[config.mk]
export PLATFORM = sky130hd
export DESIGN_NAME = keypad_digit_encoder
export DESIGN_NICKNAME = d
export VERILOG_FILES = /design/src/rtl/keypad_digit_encoder.sv
export SDC_FILE = /design/constraint.sdc
export NUM_CORES = 1
export LEC_CHECK = 0
export ABC_AREA = 1
export CORE_MARGIN = 2
export CORE_UTILIZATION = 62
export CTS_CLUSTER_SIZE = 28
export DETAILED_ROUTE_END_ITERATION = 8
export GPL_ROUTABILITY_DRIVEN = 0
export PLACE_DENSITY_LB_ADDON = 0.12
export SKIP_CTS_REPAIR_TIMING = 1
export SKIP_LAST_GASP = 1
export SYNTH_ARGS = -nofsm -noshare
export SYNTH_HDL_FRONTEND = slang
export SYNTH_SLANG_ARGS = --single-unit
[constraint.sdc]
create_clock -name clk -period 5.3 [get_ports clk]
set_input_delay 1.06 -clock clk [delete_from_list [all_inputs] [get_ports clk]]
set_output_delay 1.06 -clock clk [all_outputs]
set_load 0.01 [all_outputs]
[src/rtl/keypad_digit_encoder.sv]
// 4x4 active-low matrix keypad scanner with scan-level debounce.
// Each accepted press yields one digit_out/load strobe for the lock entry port.
module keypad_digit_encoder #(
    parameter int SCAN_DIV       = 1000,
    parameter int DEBOUNCE_SCANS = 4
) (
    input  logic       clk,
    input  logic       reset,
    input  logic [3:0] row_in,
    output logic [3:0] col_out,
    output logic [3:0] digit_out,
    output logic       load,
    output logic       key_held
);

    localparam int DW = (SCAN_DIV > 2) ? $clog2(SCAN_DIV) : 1;
    localparam int CW = $clog2(DEBOUNCE_SCANS + 1);

    typedef enum logic [1:0] {
        S_IDLE,
        S_DEBOUNCE,
        S_HELD,
        S_RELEASE
    } state_t;

    state_t          r_state;
    state_t          w_state_nx;
    logic [DW-1:0]   r_dwell;
    logic [1:0]      r_col;
    logic [1:0]      r_acc_cnt;
    logic [3:0]      r_acc_code;
    logic [CW-1:0]   r_cnt;
    logic [CW-1:0]   w_cnt_nx;
    logic [3:0]      r_cand;
    logic [3:0]      w_cand_nx;
    logic [3:0]      r_digit;
    logic            r_load;
    logic            w_accept;

    logic            w_dwell_last;
    logic            w_scan_end;
    logic [3:0]      w_hit;
    logic [2:0]      w_col_cnt;
    logic [1:0]      w_col_row;
    logic [2:0]      w_sum;
    logic [1:0]      w_tot;
    logic [3:0]      w_code;
    logic            w_none;
    logic            w_single;
    logic            w_last_cnt;

    assign w_dwell_last = (r_dwell == DW'(SCAN_DIV - 1));
    assign w_scan_end   = w_dwell_last && (r_col == 2'd3);
    assign w_hit        = ~row_in;

    // Rows seen low in the current column; the row index only matters when exactly one is low.
    always_comb begin
        w_col_cnt = 3'd0;
        w_col_row = 2'd0;
        for (int i = 0; i < 4; i++) begin
            if (w_hit[i]) begin
                w_col_cnt = w_col_cnt + 3'd1;
                w_col_row = 2'(i);
            end
        end
    end

    // Key count saturates at 2: anything beyond one key is simply MULTI.
    assign w_sum    = {1'b0, r_acc_cnt} + w_col_cnt;
    assign w_tot    = (w_sum >= 3'd2) ? 2'd2 : w_sum[1:0];
    assign w_code   = (r_acc_cnt == 2'd0) ? {w_col_row, r_col} : r_acc_code;
    assign w_none   = (w_tot == 2'd0);
    assign w_single = (w_tot == 2'd1);

    assign w_last_cnt = (r_cnt == CW'(DEBOUNCE_SCANS - 1));

    always_ff @(posedge clk) begin
        if (reset) begin
            r_dwell    <= '0;
            r_col      <= 2'd0;
            r_acc_cnt  <= 2'd0;
            r_acc_code <= 4'd0;
        end else if (w_dwell_last) begin
            r_dwell <= '0;
            r_col   <= r_col + 2'd1;
            if (w_scan_end) begin
                r_acc_cnt  <= 2'd0;
                r_acc_code <= 4'd0;
            end else begin
                r_acc_cnt  <= w_tot;
                r_acc_code <= w_code;
            end
        end else begin
            r_dwell <= r_dwell + DW'(1);
        end
    end

    always_ff @(posedge clk) begin
        if (reset) begin
            r_state <= S_IDLE;
            r_cnt   <= '0;
            r_cand  <= 4'd0;
            r_digit <= 4'd0;
            r_load  <= 1'b0;
        end else begin
            r_state <= w_state_nx;
            r_cnt   <= w_cnt_nx;
            r_cand  <= w_cand_nx;
            r_load  <= w_accept;
            if (w_accept) begin
                r_digit <= w_cand_nx;
            end
        end
    end

    // The state machine only moves on a scan end; in between it holds.
    always_comb begin
        w_state_nx = r_state;
        w_cnt_nx   = r_cnt;
        w_cand_nx  = r_cand;
        w_accept   = 1'b0;
        if (w_scan_end) begin
            unique case (r_state)
                S_IDLE: begin
                    if (w_single) begin
                        w_cand_nx = w_code;
                        if (DEBOUNCE_SCANS == 1) begin
                            w_accept   = 1'b1;
                            w_cnt_nx   = '0;
                            w_state_nx = S_HELD;
                        end else begin
                            w_cnt_nx   = CW'(1);
                            w_state_nx = S_DEBOUNCE;
                        end
                    end
                end
                S_DEBOUNCE: begin
                    if (w_single && (w_code == r_cand)) begin
                        if (w_last_cnt) begin
                            w_accept   = 1'b1;
                            w_cnt_nx   = '0;
                            w_state_nx = S_HELD;
                        end else begin
                            w_cnt_nx = r_cnt + CW'(1);
                        end
                    end else if (w_single) begin
                        w_cand_nx = w_code;
                        w_cnt_nx  = CW'(1);
                    end else begin
                        w_cnt_nx   = '0;
                        w_state_nx = S_IDLE;
                    end
                end
                S_HELD: begin
                    if (w_none) begin
                        if (DEBOUNCE_SCANS == 1) begin
                            w_cnt_nx   = '0;
                            w_state_nx = S_IDLE;
                        end else begin
                            w_cnt_nx   = CW'(1);
                            w_state_nx = S_RELEASE;
                        end
                    end
                end
                S_RELEASE: begin
                    if (!w_none) begin
                        w_cnt_nx   = '0;
                        w_state_nx = S_HELD;
                    end else if (w_last_cnt) begin
                        w_cnt_nx   = '0;
                        w_state_nx = S_IDLE;
                    end else begin
                        w_cnt_nx = r_cnt + CW'(1);
                    end
                end
                default: begin
                    w_cnt_nx   = '0;
                    w_state_nx = S_IDLE;
                end
            endcase
        end
    end

    assign col_out   = ~(4'b0001 << r_col);
    assign digit_out = r_digit;
    assign load      = r_load;
    assign key_held  = (r_state == S_HELD) || (r_state == S_RELEASE);

endmodule

==> parameters.txt <==
Parameter                              Value

Run status
  Run status    complete, no violations

Synthesis
  Count of flip-flops with a built-in enable after synthesis    0
  Most instantiated flip-flop cell in the synthesis netlist    sky130_fd_sc_hd__dfxtp_1
  Cell taking the most area after synthesis    sky130_fd_sc_hd__dfxtp_1
  Post-synthesis instance area    ~0.0019 mm^2
  Mean Syn Cell Area    a little under 7 um^2
  Post-Synthesis Net Count    slightly below 300
  Part of the Yosys area used for sequential elements    ~33%
  Number of flip-flops and latches in the synthesized netlist    32
  Ys Warns    0
  FFs w/ async S/R, synth    0%
  Count of mapped cells out of synthesis    278
  Synth cell types    35
  Fraction of post-synthesis cell area in the top cell type by area    between 30% and 40%
  Leading post-synthesis cells by cell area    sky130_fd_sc_hd__dfxtp_1, sky130_fd_sc_hd__nand2_1, sky130_fd_sc_hd__inv_1

Min path
  Worst min path class    flip-flop to flip-flop

STA
  Slew Viols, Final    0
  Fmax    245.2 MHz
  Clock skew after layout    between 0.01 and 0.015 ns
  Headroom to the max-slew limit    66.68%
  RSZ-0062 raised after global routing    false
  Final total negative setup slack    0 ns
  Min cycle time layout    4.079 ns
  Slew at the pin with the worst max-slew slack    0.4987 ns
  Share of the clock period used by the worst path    between 70 and 80%
  Final setup violating endpoints    0
  Final Hold Viols    0

Drt
  Detailed-router iteration count before antenna repair    4
  DRC marker count from the first detailed-route iteration    118
  Final routed wirelength across all metal layers    3.922 mm
  Post-detailed-route count of antenna-violating nets    0
  Routed len/inst    ~12 um
  Drt via density    5.430
  DRC violation count after routing    0
  Overall via count from detail_route    1,792

Layout
  Area added between synthesis and finish    11.42%
  Ant diodes    0
  Ratio of cells with drive above 1 in the final layout    between 7 and 8%
  Layout net count    about 310
  Area of all placed cells without fillers    around 0.0021 mm^2

Place
  Estimated wirelength of the detail-placed design    roughly 3 mm
  Cell area reported after detailed placement    about 0.0021 mm^2
  Count of buffers inserted at the top-level ports    15

Setup path
  Launching element type of the critical path    primary input
  CP max stage cell    sky130_fd_sc_hd__clkdlybuf4s50_1
  Family with the most delay on the worst path    simple AND/OR/NAND/NOR gates
  Crit path buf inv count    4
  Category of the critical setup timing path    primary input to flip-flop
  Critical path peak fanout    8
  Most common cell on crit path    sky130_fd_sc_hd__nand2_1
  WP data arrival    between 4 and 5 ns
  Maximum cell stage delay along the critical path    approximately 0.48 ns
  Worst-path cell chain    clkdlybuf4s50_1 > inv_1 > ha_1 > xnor2_1 > ha_1 > nand2_1 > nand2_1 > fa_1 > inv_1 > nand3_1 > nand2_1 > nand2_1 > nand2_2 > nand3_4 > nor2_4 > nand2_2 > nor3_4 > nand3_1 > o211ai_1 > inv_1
  Nature of the critical path endpoint    flip-flop
  Crit path required time    5.53 ns

Clock tree
  Num Clock Sinks    32
  Total CTS buffers    5
  Count of H-tree levels built during CTS    2
  Clock-pin slew reported for the worst setup and hold paths after clock tree synthesis    about 0.090 ns
  Maximum buffer depth of the clock tree    2
  Insertion delay of the later-clocked pin in the worst-skew pair    approximately 0.34 ns
  CTS tree    yes
  Root Driver    sky130_fd_sc_hd__clkbuf_4

Floorplan
  Initial standard-cell utilization of the core    ~64%
  Number of rows created at floorplan    20
  Placeable core region    0.003003 mm^2
  Width of the die    59.62 um
  Die Footprint    0.003555 mm^2
  Die outline height    about 60 um
  Number of top-level design ports    16

Power and ir drop
  Maximum ir drop on the vdd rail    between 100 and 150 uV
  Clock power frac    a little under a third
  Switching share of power    about 28%
  Leakage dissipation    roughly 0.96 nW
  Total power divided by cell area    roughly 200 mW/mm^2
  Switching power total    approximately 0.12 mW
  Cell internal power dissipation    just over 0.3 mW
  Comb pwr share    a little over an eighth
  Proportion of power drawn by flip-flops and latches    between 50% and 60%

Global route
  Overall track demand over capacity in global routing    24.44%
  Wire length of the first global-routing pass    6.548 mm
  Largest net degree at the start of global routing    15
  Total congestion overflow after global routing    0
  Antenna violations before repair    0
  Via count of the first global-routing pass    1,611

Flow run
  Number of maximum-capacitance constraint violations    0
[final cells by class]
type / instances / area, um^2
clock buffer: 6 / 41.29
clock inverter: 1 / 5.005
fill: 270 / 865.8
inverter: 53 / 198.9
multi-input combinational: 190 / 1060
sequential: 32 / 640.6
tap: 33 / 41.29
timing repair buffer: 15 / 150.1
[sequential cells by signal (all words and copies together), names as in the netlist]
signal / flops
r_cand: 4
r_acc_cnt: 2
r_acc_code: 4
r_dwell: 10
r_state: 2
digit_out: 4
r_cnt: 3
load: 1
r_col: 2
[metal layers]
layer,global-route usage (%),share of wire (%)
met1,29.82,46
met2,40.35,46
met3,6.550,5.1
met4,10.48,2.5
met5,0,0
[power groups by stage]
stage                     clock network [mW]  registers [mW]  logic, mW
final                                  0.129           0.243     0.0570
after global routing                   0.143           0.244     0.0657
after CTS                              0.134           0.243     0.0570
after detailed placement                   0           0.249     0.0569
after global placement                     0           0.249     0.0554
after floorplan                            0           0.249     0.0436
[synthesized netlist by cell type (4+ instances only)]
cell / number
sky130_fd_sc_hd__inv_2: 6
sky130_fd_sc_hd__nand2_1: 64
sky130_fd_sc_hd__o211ai_1: 5
sky130_fd_sc_hd__nor3_1: 4
sky130_fd_sc_hd__inv_1: 44
sky130_fd_sc_hd__nor2_1: 22
sky130_fd_sc_hd__o22ai_1: 5
sky130_fd_sc_hd__a21oi_1: 14
sky130_fd_sc_hd__nand2_2: 4
sky130_fd_sc_hd__ha_1: 10
sky130_fd_sc_hd__nand3_1: 22
sky130_fd_sc_hd__o21ai_0: 7
sky130_fd_sc_hd__dfxtp_1: 32
sky130_fd_sc_hd__nand4_1: 9
[placed cells by master (no fill, tap or decap), types with 6 or more instances in the layout]
cell                               n
sky130_fd_sc_hd__nand2_1          64
sky130_fd_sc_hd__o21ai_0           7
sky130_fd_sc_hd__inv_2             6
sky130_fd_sc_hd__ha_1             10
sky130_fd_sc_hd__nand4_1           9
sky130_fd_sc_hd__dfxtp_1          32
sky130_fd_sc_hd__clkdlybuf4s50_1  15
sky130_fd_sc_hd__nor2_1           22
sky130_fd_sc_hd__inv_1            44
sky130_fd_sc_hd__a21oi_1          14
sky130_fd_sc_hd__nand3_1          22
[per-stage QoR]
stage / instances / hold WS, ns / utilization [%] / power, mW / setup WS, ns
2_1_floorplan: 278 / 0.4176 / - / 0.2924 / 1.706
3_3_place_gp: 323 / 0.4279 / 69.63 / 0.3043 / 1.078
3_5_place_dp: 323 / 0.4394 / 69.63 / 0.3059 / 0.8996
4_1_cts: 330 / 0.4587 / 71.17 / 0.4349 / 1.242
5_1_grt: 330 / 0.4831 / 71.17 / 0.4527 / 0.8894
6_report: 330 / 0.4576 / 71.17 / 0.4299 / 1.221
[kinds of logic after synthesis]
group,after synthesis,share of synthesized area (%)
simple gates,138,34.38
buf+inv,56,11.35
compound gates,38,11.94
flops,32,33.40
fa+ha+maj,11,7.567
xor+xnor,3,1.370
[path summary, 6_finish.rpt]
path                     start           end  slack [ns]  cells after the start
hold reg to reg     r_dwell[0]    r_dwell[0]        0.46                      1
setup reg to reg  r_acc_cnt[0]  digit_out[0]        2.89                     14
setup / recovery     row_in[1]  digit_out[0]        1.22                     20
hold / removal      r_dwell[0]    r_dwell[0]        0.46                      1
No activity file was read; power rests on OpenSTA's default activity.
